File: config.mk
export PLATFORM = sky130hd
export DESIGN_NAME = prog_feeder_flat
export DESIGN_NICKNAME = d
export VERILOG_FILES = /design/src/rtl/prog_feeder_pkg.sv /design/src/rtl/prog_feeder_if.sv /design/src/rtl/prog_feeder_mem.sv /design/src/rtl/prog_feeder.sv /design/src/flat_wrapper.sv
export SDC_FILE = /design/constraint.sdc
export NUM_CORES = 1
export LEC_CHECK = 0
export CORE_AREA = 2 2 237 239
export CTS_CLUSTER_DIAMETER = 50
export DETAILED_ROUTE_END_ITERATION = 12
export DIE_AREA = 0 0 239 241
export PLACE_DENSITY = 0.45
export SETUP_SLACK_MARGIN = 0.4
export SLEW_MARGIN = 25
export SYNTH_ARGS = -nofsm -noshare
export SYNTH_HDL_FRONTEND = slang
export SYNTH_HIERARCHICAL = 1
export SYNTH_SLANG_ARGS = --single-unit
File: constraint.sdc
create_clock -name clk -period 3.55 [get_ports clk]
set_clock_uncertainty 0.15 [all_clocks]
set_input_delay 0.355 -clock clk [delete_from_list [all_inputs] [get_ports clk]]
set_output_delay 0.355 -clock clk [all_outputs]
set_load 0.005 [all_outputs]
File: src/rtl/prog_feeder_pkg.sv
// rtl/prog_feeder_pkg.sv - shared processor package: feeder states, opcodes, sentinels
package prog_feeder_pkg;

    typedef enum logic [2:0] {
        ST_IDLE,
        ST_FETCH,
        ST_FETCH_IMM,
        ST_ISSUE,
        ST_IMM,
        ST_WAIT_DONE,
        ST_HALT
    } state_e;

    localparam logic [2:0]  OP_MVI        = 3'b001;
    // All-ones word ends a program; consumers keep the low DATA_W bits.
    localparam logic [31:0] HALT_SENTINEL = 32'hFFFF_FFFF;
    localparam logic [7:0]  WDOG_LIMIT    = 8'd255;

endpackage

File: src/rtl/prog_feeder_if.sv
// rtl/prog_feeder_if.sv - program-load write port and processor Din/run/done handshake
interface prog_feeder_if #(
    parameter int DATA_W = 9,
    parameter int ADDR_W = 5
);
    logic              wr_en;
    logic [ADDR_W-1:0] wr_addr;
    logic [DATA_W-1:0] wr_data;
    logic              done;
    logic [DATA_W-1:0] din;
    logic              run;

    modport master (
        input  wr_en,
        input  wr_addr,
        input  wr_data,
        input  done,
        output din,
        output run
    );

    modport slave (
        output wr_en,
        output wr_addr,
        output wr_data,
        output done,
        input  din,
        input  run
    );
endinterface

File: src/rtl/prog_feeder_mem.sv
// rtl/prog_feeder_mem.sv - program memory: register array, one write port, synchronous read
module prog_mem #(
    parameter int DATA_W = 9,
    parameter int ADDR_W = 5
) (
    input  logic              clk,
    input  logic              we_i,
    input  logic [ADDR_W-1:0] waddr_i,
    input  logic [DATA_W-1:0] wdata_i,
    input  logic [ADDR_W-1:0] raddr_i,
    output logic [DATA_W-1:0] rdata_o
);
    logic [DATA_W-1:0] mem_q [2**ADDR_W];

    // Contents survive reset so a program can be rerun after an abort.
    always_ff @(posedge clk) begin
        if (we_i) begin
            mem_q[waddr_i] <= wdata_i;
        end
        rdata_o <= mem_q[raddr_i];
    end
endmodule

File: src/rtl/prog_feeder.sv
// rtl/prog_feeder.sv - steps a stored program into a processor; watchdog under PROG_FEEDER_WDOG_EN
module prog_feeder
    import prog_feeder_pkg::*;
#(
    parameter int DATA_W = 9,
    parameter int ADDR_W = 5
) (
    input  logic              clk,
    input  logic              reset,
    input  logic              start,
    prog_feeder_if.master     bus,
    output logic [ADDR_W-1:0] pc,
    output logic              busy,
    output logic              halted,
    output logic              error
);
    state_e            state_q, state_d;
    logic [ADDR_W-1:0] pc_q, pc_d;
    logic [DATA_W-1:0] instr_q, instr_d;
    logic [DATA_W-1:0] imm_q, imm_d;
    logic [DATA_W-1:0] din_q, din_d;
    logic [DATA_W-1:0] rd_data;
    logic              mem_we;
    logic              fetch_halt, fetch_mvi, instr_mvi;
    logic              wdog_trip;

    assign mem_we = bus.wr_en && (state_q == ST_IDLE || state_q == ST_HALT);

    // Reading at pc_d makes the word at pc ready in the state that consumes it.
    prog_mem #(
        .DATA_W (DATA_W),
        .ADDR_W (ADDR_W)
    ) u_mem (
        .clk     (clk),
        .we_i    (mem_we),
        .waddr_i (bus.wr_addr),
        .wdata_i (bus.wr_data),
        .raddr_i (pc_d),
        .rdata_o (rd_data)
    );

    assign fetch_halt = (rd_data == HALT_SENTINEL[DATA_W-1:0]);
    assign fetch_mvi  = (rd_data[DATA_W-1 -: 3] == OP_MVI);
    assign instr_mvi  = (instr_q[DATA_W-1 -: 3] == OP_MVI);

    always_comb begin
        state_d = state_q;
        pc_d    = pc_q;
        instr_d = instr_q;
        imm_d   = imm_q;
        din_d   = din_q;
        case (state_q)
            ST_IDLE, ST_HALT: begin
                if (start) begin
                    state_d = ST_FETCH;
                    pc_d    = '0;
                end
            end
            ST_FETCH: begin
                instr_d = rd_data;
                if (fetch_halt) begin
                    state_d = ST_HALT;
                end else if (fetch_mvi) begin
                    state_d = ST_FETCH_IMM;
                    pc_d    = pc_q + 1'b1;
                end else begin
                    state_d = ST_ISSUE;
                    din_d   = rd_data;
                end
            end
            ST_FETCH_IMM: begin
                imm_d   = rd_data;
                state_d = ST_ISSUE;
                din_d   = instr_q;
            end
            ST_ISSUE: begin
                if (instr_mvi) begin
                    state_d = ST_IMM;
                    din_d   = imm_q;
                end else begin
                    state_d = ST_WAIT_DONE;
                end
            end
            ST_IMM: begin
                state_d = ST_WAIT_DONE;
            end
            ST_WAIT_DONE: begin
                if (bus.done) begin
                    if (pc_q == '1) begin
                        state_d = ST_HALT;
                    end else begin
                        state_d = ST_FETCH;
                        pc_d    = pc_q + 1'b1;
                    end
                end else if (wdog_trip) begin
                    state_d = ST_HALT;
                end
            end
            default: begin
                state_d = ST_IDLE;
            end
        endcase
    end

    always_ff @(posedge clk or posedge reset) begin
        if (reset) begin
            state_q <= ST_IDLE;
            pc_q    <= '0;
            instr_q <= '0;
            imm_q   <= '0;
            din_q   <= '0;
        end else begin
            state_q <= state_d;
            pc_q    <= pc_d;
            instr_q <= instr_d;
            imm_q   <= imm_d;
            din_q   <= din_d;
        end
    end

`ifdef PROG_FEEDER_WDOG_EN
    logic [7:0] wdog_q, wdog_d;
    logic       error_q, error_d;

    // Counter reads k in the k-th WAIT_DONE cycle, so the trip lands HALT 255 cycles after entry.
    assign wdog_trip = (state_q == ST_WAIT_DONE) && !bus.done && (wdog_q == WDOG_LIMIT - 8'd1);

    always_comb begin
        wdog_d  = (state_q == ST_WAIT_DONE) ? wdog_q + 8'd1 : 8'd0;
        error_d = error_q;
        if (wdog_trip) begin
            error_d = 1'b1;
        end else if (start && (state_q == ST_IDLE || state_q == ST_HALT)) begin
            error_d = 1'b0;
        end
    end

    always_ff @(posedge clk or posedge reset) begin
        if (reset) begin
            wdog_q  <= 8'd0;
            error_q <= 1'b0;
        end else begin
            wdog_q  <= wdog_d;
            error_q <= error_d;
        end
    end

    assign error = error_q;
`else
    assign wdog_trip = 1'b0;
    assign error     = 1'b0;
`endif

    assign bus.din = din_q;
    assign bus.run = (state_q == ST_ISSUE);
    assign pc      = pc_q;
    assign busy    = (state_q != ST_IDLE) && (state_q != ST_HALT);
    assign halted  = (state_q == ST_HALT);
endmodule

File: src/flat_wrapper.sv
// flat-port wrapper written by rule: the top's interface ports become plain ports
module prog_feeder_flat import prog_feeder_pkg::*;
#(
    parameter int DATA_W = 9,
    parameter int ADDR_W = 5
)
  (clk, reset, start, pc, busy, halted, error, bus_wr_en, bus_wr_addr, bus_wr_data, bus_done, bus_din, bus_run);
  prog_feeder_if #(.DATA_W(DATA_W), .ADDR_W(ADDR_W)) bus_i ();
  input  logic clk;
  input  logic reset;
  input  logic start;
  output logic [ADDR_W-1:0] pc;
  output logic busy;
  output logic halted;
  output logic error;
  input wire logic [$bits(bus_i.wr_en)-1:0] bus_wr_en;
  input wire logic [$bits(bus_i.wr_addr)-1:0] bus_wr_addr;
  input wire logic [$bits(bus_i.wr_data)-1:0] bus_wr_data;
  input wire logic [$bits(bus_i.done)-1:0] bus_done;
  output wire logic [$bits(bus_i.din)-1:0] bus_din;
  output wire logic [$bits(bus_i.run)-1:0] bus_run;
  assign bus_i.wr_en = bus_wr_en;
  assign bus_i.wr_addr = bus_wr_addr;
  assign bus_i.wr_data = bus_wr_data;
  assign bus_i.done = bus_done;
  assign bus_din = bus_i.din;
  assign bus_run = bus_i.run;
  prog_feeder #(.DATA_W(DATA_W), .ADDR_W(ADDR_W)) u_core (.clk(clk), .reset(reset), .start(start), .bus(bus_i), .pc(pc), .busy(busy), .halted(halted), .error(error));
endmodule
* After elaboration in Yosys (flattened, before gate mapping)
Memories as Yosys holds them, arrays and structs flattened. A register that Yosys moved wholly into a read port is not among the register bits.
Index checks and enable logic that the tools add are counted.
** Storage, ports and cells
- RAM bits :: 288
- Bits of input ports :: 19
- Output and inout bits :: 18
- Word-level logic and storage cells :: 51
- Memories kept :: 1
- Register bits after elaboration :: 35
** Operators by class
- Reductions and logical operators :: 9
- Multiplexer cells :: 19
- $add $sub $neg :: 1
- Equal/unequal tests :: 16
** Memories
- u_core.u_mem.mem_q :: depth 32, bits a word 9, read ports 1, clocked after memory_dff 1, write ports 1, line prog_feeder_mem.sv:13 : logic [DATA_W-1:0] mem_q [2**ADDR_W];
** Operator list (count)
- $mux W9 :: 3
- $pmux W9 S3 :: 1
- $mux W5 :: 5
- $pmux W3 S6 :: 1
- $pmux W5 S3 :: 1
- $mux W3 :: 4
- $eq A3 B1 Y1 const B :: 3
- $eq A3 B3 Y1 const B :: 3
- $eq A9 B9 Y1 const B :: 1
- $ne A2 B2 Y1 const B :: 4
- $eq A3 B2 Y1 const B :: 2
- $reduce_bool A3 Y1 :: 2
- $add A5 B1 Y5 const B :: 1
- $eq A5 B5 Y1 const B :: 1
- $mux W1 :: 4
- $reduce_and A4 Y1 :: 1
- $logic_not A3 Y1 :: 1
- $ne A3 B3 Y1 const B :: 1
- $logic_and A1 B1 Y1 :: 2
- $ne A2 B1 Y1 const B :: 1
- $reduce_and A2 Y1 :: 1
- $reduce_or A2 Y1 :: 1
- $logic_or A1 B1 Y1 :: 1

* Depth between registers and ports, before layout
Gate-level depths: netlist of run 1.
- Depth after elaboration :: 5
- Gate-level depth with buffers :: 13
- Depth with buffers taken out :: 11

* Cells and area by module
The synthesis of run 1 kept the hierarchy.
** Modules (own cells, without submodules)
- prog_mem :: instances 1, seq. area each 8828.5 sq um, area an instance 11282.1 sq um, cells each 463
- prog_feeder :: instances 1, seq. area each 875.8 sq um, area an instance 1823.0 sq um, cells each 186

* Worst setup path after synthesis of run 1
No wires, ideal clock.
- Kind :: register to register
- From :: register u_core.pc_q[0] (netlist: u_core/pc[0])
- To :: register u_core.u_mem.rdata_o[0], read port of u_core.u_mem.mem_q
- Path buffers :: 2
- Setup slack :: -49 ps
- Clock period less this slack :: 3599 ps
- Data arrival time :: 3328 ps
- Stages on the path, launching flop included :: 14
- Setup time :: 121 ps
- Data required time :: 3279 ps
- Cell sequence :: dfrtp_1 ha_1 nand3_1 inv_1 ha_1 nand2b_1 o22ai_1 nand2_1 mux2i_1 clkbuf_1 buf_1 mux4_2 mux4_2 mux2_2
** Between the ends
- Longest elaborated chain between the ends :: 4
- Elaborated cells on any way between the ends :: 8
- Those cells by class :: 1 x add/sub; 1 x eq/ne; 6 x mux
** RTL lines
- from (decl) :: line prog_feeder.sv:18 : logic [ADDR_W-1:0] pc_q, pc_d;
- from (signal assigned) :: line prog_feeder.sv:114 : pc_q <= pc_d;
- $add A5 B1 Y5 / $eq A5 B5 Y1 (equally long branches) :: line prog_feeder.sv:65, prog_feeder.sv:93, prog_feeder.sv:89
- $mux W5 (on tied branches) :: line prog_feeder.sv:89, prog_feeder.sv:63
- $mux W5 (on tied branches) :: line prog_feeder.sv:88, prog_feeder.sv:61
- $pmux W5 S3 * :: line prog_feeder.sv:52 : case (state_q)
- via u_core.pc_d[2] :: line prog_feeder.sv:18
- to (decl) :: line prog_feeder_mem.sv:11 : output logic [DATA_W-1:0] rdata_o
Mark *: on every way through the listed nets, which the timed path passes. The rest lies on a longest branch.
A chain may end at the register's enable or synchronous reset.

* Worst setup path in the final report of run 1
- From :: register u_core.pc_q[1] (netlist: u_core/pc[1])
- To :: register u_core.u_mem.rdata_o[6], read port of u_core.u_mem.mem_q
** Between the ends
- Longest elaborated chain between the ends :: 4
- Elaborated cells on any way between the ends :: 8
- Those cells by class :: 1 x add/sub; 1 x eq/ne; 6 x mux
** RTL lines
- $eq A5 B5 Y1 :: line prog_feeder.sv:89 : if (pc_q == '1) begin
- $mux W5 :: line prog_feeder.sv:89
- $mux W5 :: line prog_feeder.sv:88 : if (bus.done) begin
- $pmux W5 S3 :: line prog_feeder.sv:52
- via u_core.pc_d[0] :: line prog_feeder.sv:18
The timed path passes the listed nets, and every way through them passes these cells.

==> impl_metrics.ini, run 1 <==
[worst_setup_path]
arrival_ns = 3.78
r2r_slack_ns = 0.06
start_kind = register
regToRegStartpoint = u_core/pc[1]
reg2reg_to = u_core/u_mem/rdata_o[6]
worstSetupEndpointType = register
cp_max_fo = 12
r2r_cells = 12
worst-endpoint-required_ns = 3.84
worst-setup-path-type = reg2reg

[global_routing]
grt_max_degree = 36
grt_first_pass_wirelength_um = 46930
grtUsageMet3 = 0.02539
grt_overflow_total = 0
antenna_found_initial = 0
grt-busiest-layer = met2
grt_util_met2 = 0.1682
use_met1 = 0.1651
grt_pass1_vias = 6763
track_usage = 0.1128

[run_status]
outcome = finished, final reports clean

[clock_tree]
clkLatencyLatePin_ns = 0.56
cts-root-buf = clkbuf_16
clk_pin_slew_ns = 0.06
cts_made_buffers = 41
cts_tree = yes
max-clock-path-buffers = 3
h-tree-depth = 2
cts.sinks = 332

[power_and_ir_drop]
vdd_drop_max_mv = 0.2874
power.density_mw_per_mm2 = 813.6
p_leak_nw = 5.441
power_w = 0.01346

[hold_path]
hold_class = in2async

[sta]
period_minus_slack_ns = 3.490
finalSetupTns_ns = 0
fin_ws_ns = 0.06023
rsz0062_at_grt = yes
relSlewSlack = 0.4739
fin_crit_sh = 0.9830
hold_viol_final = 0
worst_slew_pin_slew_ns = 0.7892
fmax_mhz = 286.6
finalSetupViolCount = 0
slew_violations = 0

[synthesis]
synth_area_mm2 = 0.01311
synth_area_leaders = edfxtp_1 (66%), mux4_2 (15%), dfrtp_1 (6.7%)
synth_edf_count = 288
syn_inst = 649
yosysTopAreaCell = edfxtp_1
yosysWarnings = 6
ys_types = 40
synthFlopType = edfxtp_1
yosysSeqAreaShare = 0.7405
syn-num-nets = 671
synth.avg_cell_area_um2 = 20.19
synth_top_area_share = 0.6599
ys_ff_latch = 332
synthArstFlopShare = 0.1054

[finish]
fin_nets = 806
finalInstanceArea_mm2 = 0.01655
layout_common_cells = edfxtp_1 (288), mux4_2 (90), buf_4 (73)
n_antenna_cell = 0
syn2layout_area_growth_pct = 26.26
drive_gt1_frac = 0.3505
layout_commonest_cell = edfxtp_1

[floorplan]
die_width_um = 239
die_area_mm2 = 0.05760
core_mm2 = 0.05488
die_h_um = 241
floorplan.initialDensity = 0.2388
rows = 86
ioPinCount = 37

[placement]
place_congestion = 0.7285
hpwlAfterDp_um = 19780
io_buffer_count = 35
placed_cell_area_mm2 = 0.01495
preCtsSetupSlack_ns = -0.05007

[routing]
drc_errors = 0
vias = 6560
drt-initial-drc-count = 539
postRouteWirelength_um = 31720
viasPerCell = 4.316
wl_per_cell_um = 20.87
ant_nets = 0
drtPass1Iterations = 5

[run]
drv_cap = 0
==> where the power goes <==
part,switching [W],leakage [nW],internal [W]
Combinational,0.00205,1.67,0.00244
Sequential,0.000203,3.10,0.00454
Clock,0.00165,0.678,0.00258
Total,0.00390,5.44,0.00956
==> sequential cells by signal (all words and copies together) (netlist names) <==
| signal | count |
|---|---|
| u_core/state_q | 3 |
| u_core/imm_q | 9 |
| u_core/instr_q | 9 |
| u_core/u_mem/mem_q | 288 |
| u_core/u_mem/rdata_o | 9 |
| u_core/bus.din | 9 |
| u_core/pc | 5 |
==> what timing repair did <==
item	4_1_cts	5_1_grt
endpoints found under the setup margin	9	9
hold buffers	0	0
buffers inserted	4	2
cloned	2	1
endpoints found under the hold margin	0	0
resized for setup	3	13
==> how the worst max path moves through the flow <==
stage	startpoint	to	slack, ns	depth (start not counted)
3_5_place_dp	bus_done	u_core/u_mem/rdata_o[6]	-0.05	9
6_report	u_core/pc[1]	u_core/u_mem/rdata_o[6]	0.06	12
3_3_place_gp	bus_done	u_core/u_mem/rdata_o[6]	-0.06	9
4_1_cts	u_core/pc[1]	u_core/u_mem/rdata_o[6]	0.02	12
2_1_floorplan	u_core/pc[0]	u_core/u_mem/rdata_o[0]	0.29	12
5_1_grt	u_core/pc[1]	u_core/u_mem/rdata_o[6]	-0.03	12
==> cells in the mapped netlist (all sizes together) (6+ instances only) <==
master	number
buf	22
clkbuf	9
dfrtp	35
dfxtp	9
edfxtp	288
inv	6
mux2	27
mux2i	11
mux4	90
nand2	49
nand3b	6
nor2	40
o21ai	12
==> cells by family after synthesis <==
logic type	Yosys count	synth area share
AO/OA/AOI/OAI	26	0.01365
XOR/XNOR	1	0.0006684
adder cells (fa/ha/maj)	3	0.002865
buffers and inverters	37	0.01404
flip-flops	332	0.7405
multiplexers	128	0.1863
other	1	0.0002861
AND/OR/NAND/NOR	121	0.04172
==> through the flow <==
stage / std cells / util / hold slack, ns
2_1_floorplan: 649 / - / 0.2852
3_3_place_gp: 1436 / 0.2724 / 0.3079
3_5_place_dp: 1436 / 0.2724 / 0.3126
4_1_cts: 1517 / 0.3000 / 0.07146
5_1_grt: 1520 / 0.3015 / 0.1087
6_report: 1520 / 0.3015 / 0.07306
==> cell type report <==
type	instances	area (um2)
Clock buffer	50	1091
Sequential cell	332	9704
Clock inverter	25	304.0
Fill cell	5383	38330
Inverter	6	22.52
Timing Repair Buffer	123	1215
Tap cell	704	880.8
Multi-Input combinational cell	280	3329
==> critical path, cell delays in order (launching register included) <==
cell and delay [ns]:
dfrtp_1 0.38, ha_2 0.20, nand3_2 0.09, inv_2 0.05, ha_4 0.15, nand2b_4 0.15, o22ai_4 0.15, mux2i_4 0.29
buf_12 0.19, buf_16 0.17, mux4_2 0.56, mux4_2 0.55, mux2_2 0.28
==> routing by layer <==
metal  share of wire  up-vias  routed length, um
met5               0        -                  0
met4           0.018        0                581
met3           0.049       42               1543
met2            0.44      134              14000
met1            0.49     3486              15600
li1                -     2898                  -
No activity file was read; power rests on OpenSTA's default activity.
==> inputs of run 2 (changes only) <==
--- a/config.mk
+++ b/config.mk
@@ -5,11 +5,12 @@
 export SDC_FILE = /design/constraint.sdc
 export NUM_CORES = 1
 export LEC_CHECK = 0
-export CORE_AREA = 2 2 237 239
+export ABC_AREA = 1
+export CORE_AREA = 2 2 162 164
 export CTS_CLUSTER_DIAMETER = 50
 export DETAILED_ROUTE_END_ITERATION = 12
-export DIE_AREA = 0 0 239 241
-export PLACE_DENSITY = 0.45
+export DIE_AREA = 0 0 164 166
+export PLACE_DENSITY = 0.81
 export SETUP_SLACK_MARGIN = 0.4
 export SLEW_MARGIN = 25
 export SYNTH_ARGS = -nofsm -noshare
==> impl_metrics.ini, run 2 <==
[run_status]
outcome = finished, final reports clean

[clock_tree]
max-clock-path-buffers = 3
cts-root-buf = clkbuf_16
cts_made_buffers = 35
clkLatencyLatePin_ns = 0.52
clk_pin_slew_ns = 0.06
cts.sinks = 332
h-tree-depth = 2
cts_tree = yes

[hold_path]
hold_class = in2async

[sta]
rsz0062_at_grt = yes
period_minus_slack_ns = 3.274
finalSetupTns_ns = 0
fin_crit_sh = 0.9222
finalSetupViolCount = 0
relSlewSlack = 0.4825
holdWs_ns = 0.09921
fmax_mhz = 305.4
hold_viol_final = 0
slew_violations = 0
worst_slew_pin_slew_ns = 0.7738

[synthesis]
synth.avg_cell_area_um2 = 10.73
synth_area_leaders = edfxtp_1 (61%), nand2_1 (13%), nand3_1 (9.7%)
synth.most_common_cell = nand2_1
yosysWarnings = 6
ys_types = 33
synth_area_mm2 = 0.01407
synth_mux_area_frac = 0
synth_common_cells = nand2_1 (504), edfxtp_1 (288), nand3_1 (274)
synth_top_family_by_area = simple AND/OR/NAND/NOR gates
synth-xor-area-share = 0.0006226
syn-num-nets = 1333
synth_compound_area_frac = 0.01014
synth_top_area_share = 0.6147
synthArstFlopShare = 0.1054
synth_fa_ha_area_frac = 0.002668
yosys.area_share.simple = 0.2549
ys_ff_latch = 332
synthFlopType = edfxtp_1
yosysSeqAreaShare = 0.6898
yosysTopAreaCell = edfxtp_1
synth_edf_count = 288
syn_inst = 1311

[global_routing]
grt_pass1_vias = 9519
track_usage = 0.2521
antenna_found_initial = 0
grt_first_pass_wirelength_um = 52830
grt_max_degree = 74
grt_overflow_total = 0

[power_and_ir_drop]
power.density_mw_per_mm2 = 997.6
p_leak_nw = 6.492
vdd_drop_max_mv = 0.5126

[placement]
place_congestion = 0.9308
io_buffer_count = 35
hpwlAfterDp_um = 19400

[floorplan]
ioPinCount = 37
die_h_um = 166
floorplan.initialDensity = 0.5492
die_width_um = 164
die_area_mm2 = 0.02722
rows = 59
core_mm2 = 0.02562

[finish]
n_antenna_cell = 0
fin_nets = 1417
largest_reg_flops = 288
layout_common_cells = nand2_1 (501), edfxtp_1 (288), nand3_1 (269)
regMostFlops = u_core/u_mem/mem_q
drive_gt1_frac = 0.1140
layout_commonest_cell = nand2_1
fill_cells = 1845
syn2layout_area_growth_pct = 17.38

[routing]
drtPass1Iterations = 9
drt-initial-drc-count = 1895
drc_errors = 0
wl_per_cell_um = 21.23
vias = 10570
postRouteWirelength_um = 37280
viasPerCell = 6.019
ant_nets = 0

[worst_setup_path]
worstSetupEndpointType = register
start_kind = register
r2r_cells = 19
r2r_slack_ns = 0.28
arrival_ns = 3.57
worst-setup-path-type = reg2reg
worst-endpoint-required_ns = 3.85
regToRegStartpoint = u_core/pc[0]
cp_max_fo = 18
reg2reg_to = u_core/u_mem/rdata_o[6]

[run]
drv_cap = 0
## run 2: cell types whose count changed after synthesis, sizes merged, moves of 5 or more
cell,before,now
nand3b,6,0
inv,6,41
mux4,90,0
mux2i,11,0
nand3,5,278
nor2,40,46
o21ai,12,21
nand2,49,506
buf,22,57
mux2,27,0
or3b,5,0
## run 2: area by class of cell
cell class,count,area (um2),area share
Clock buffer,41,919.6,0.05569
Clock inverter,22,188.9,0.01144
Inverter,45,206.4,0.01250
Multi-Input combinational cell,867,3829,0.2319
Sequential cell,332,9707,0.5878
Tap cell,335,419.2,0.02538
Timing Repair Buffer,112,1226,0.07425
Timing Repair inverter,2,17.52,0.001061
## run 2: worst max-delay path by stage
stage                                   end  slack [ns]          from
detailed placement  u_core/u_mem/rdata_o[6]        0.08  u_core/pc[0]
finish              u_core/u_mem/rdata_o[6]        0.28  u_core/pc[0]
CTS                 u_core/u_mem/rdata_o[6]        0.41  u_core/pc[0]
global placement    u_core/u_mem/rdata_o[6]        0.25  u_core/pc[0]
global route        u_core/u_mem/rdata_o[6]        0.14  u_core/pc[0]
floorplan           u_core/u_mem/rdata_o[5]        0.82  u_core/pc[0]
## run 2: timing repair
item / CTS / global route
hold buffers: 0 / 0
setup endpoints to repair: 9 / 30
cloned: 3 / 12
pin swaps: 1 / 5
buffers inserted: 1 / 6
gates resized for setup: 12 / 14
## run 2: stage by stage
stage	total power, W	util	instances	cell area (um2)	setup WS, ns
2_1_floorplan	0.009462	-	1311	14070	0.8232
3_3_place_gp	0.01117	0.5839	1671	14960	0.2487
3_5_place_dp	0.01131	0.5839	1671	14960	0.08200
4_1_cts	0.01525	0.6323	1738	16200	0.4058
5_1_grt	0.01722	0.6447	1756	16510	0.1360
6_report	0.01647	0.6447	1756	16510	0.2760
## run 2: critical path, stage by stage, from the launching register on
cell       delay [ns]
dfrtp_2          0.44
ha_1             0.23
nand3_1          0.12
inv_1            0.07
ha_2             0.20
nor2_4           0.13
inv_1            0.12
nand2_1          0.08
nand3_1          0.12
nand3_4          0.24
buf_12           0.20
clkbuf_16        0.22
nand2_1          0.08
nand3_1          0.11
nand3_1          0.11
nand2_1          0.12
nand2_1          0.14
nand2_1          0.15
nand2_1          0.07
nand2_1          0.11
## run 2: logic make-up (layout without fill, tap and decap cells)
family	count (synthesis)	in the layout
AND/OR/NAND/NOR	835	835
flip-flops	332	332
buffers and inverters	112	222
AO/OA/AOI/OAI	27	27
adder cells (fa/ha/maj)	3	3
other	1	1
XOR/XNOR	1	1
## run 2: report_power, final
| group | total [W] | switching [W] | internal (W) |
|---|---|---|---|
| combinational | 0.00819 | 0.00551 | 0.00269 |
| sequential | 0.00477 | 0.000246 | 0.00452 |
| clock | 0.00351 | 0.00149 | 0.00203 |
| total | 0.0165 | 0.00724 | 0.00923 |
## run 2: routing by layer
| layer | vias up | GRT usage | share of wire |
|---|---|---|---|
| met5 | - | 0 | 0 |
| met4 | 0 | 0.09153 | 0.047 |
| met3 | 153 | 0.03646 | 0.13 |
| met2 | 839 | 0.4066 | 0.47 |
| met1 | 4920 | 0.3517 | 0.35 |
| li1 | 4658 | - | - |
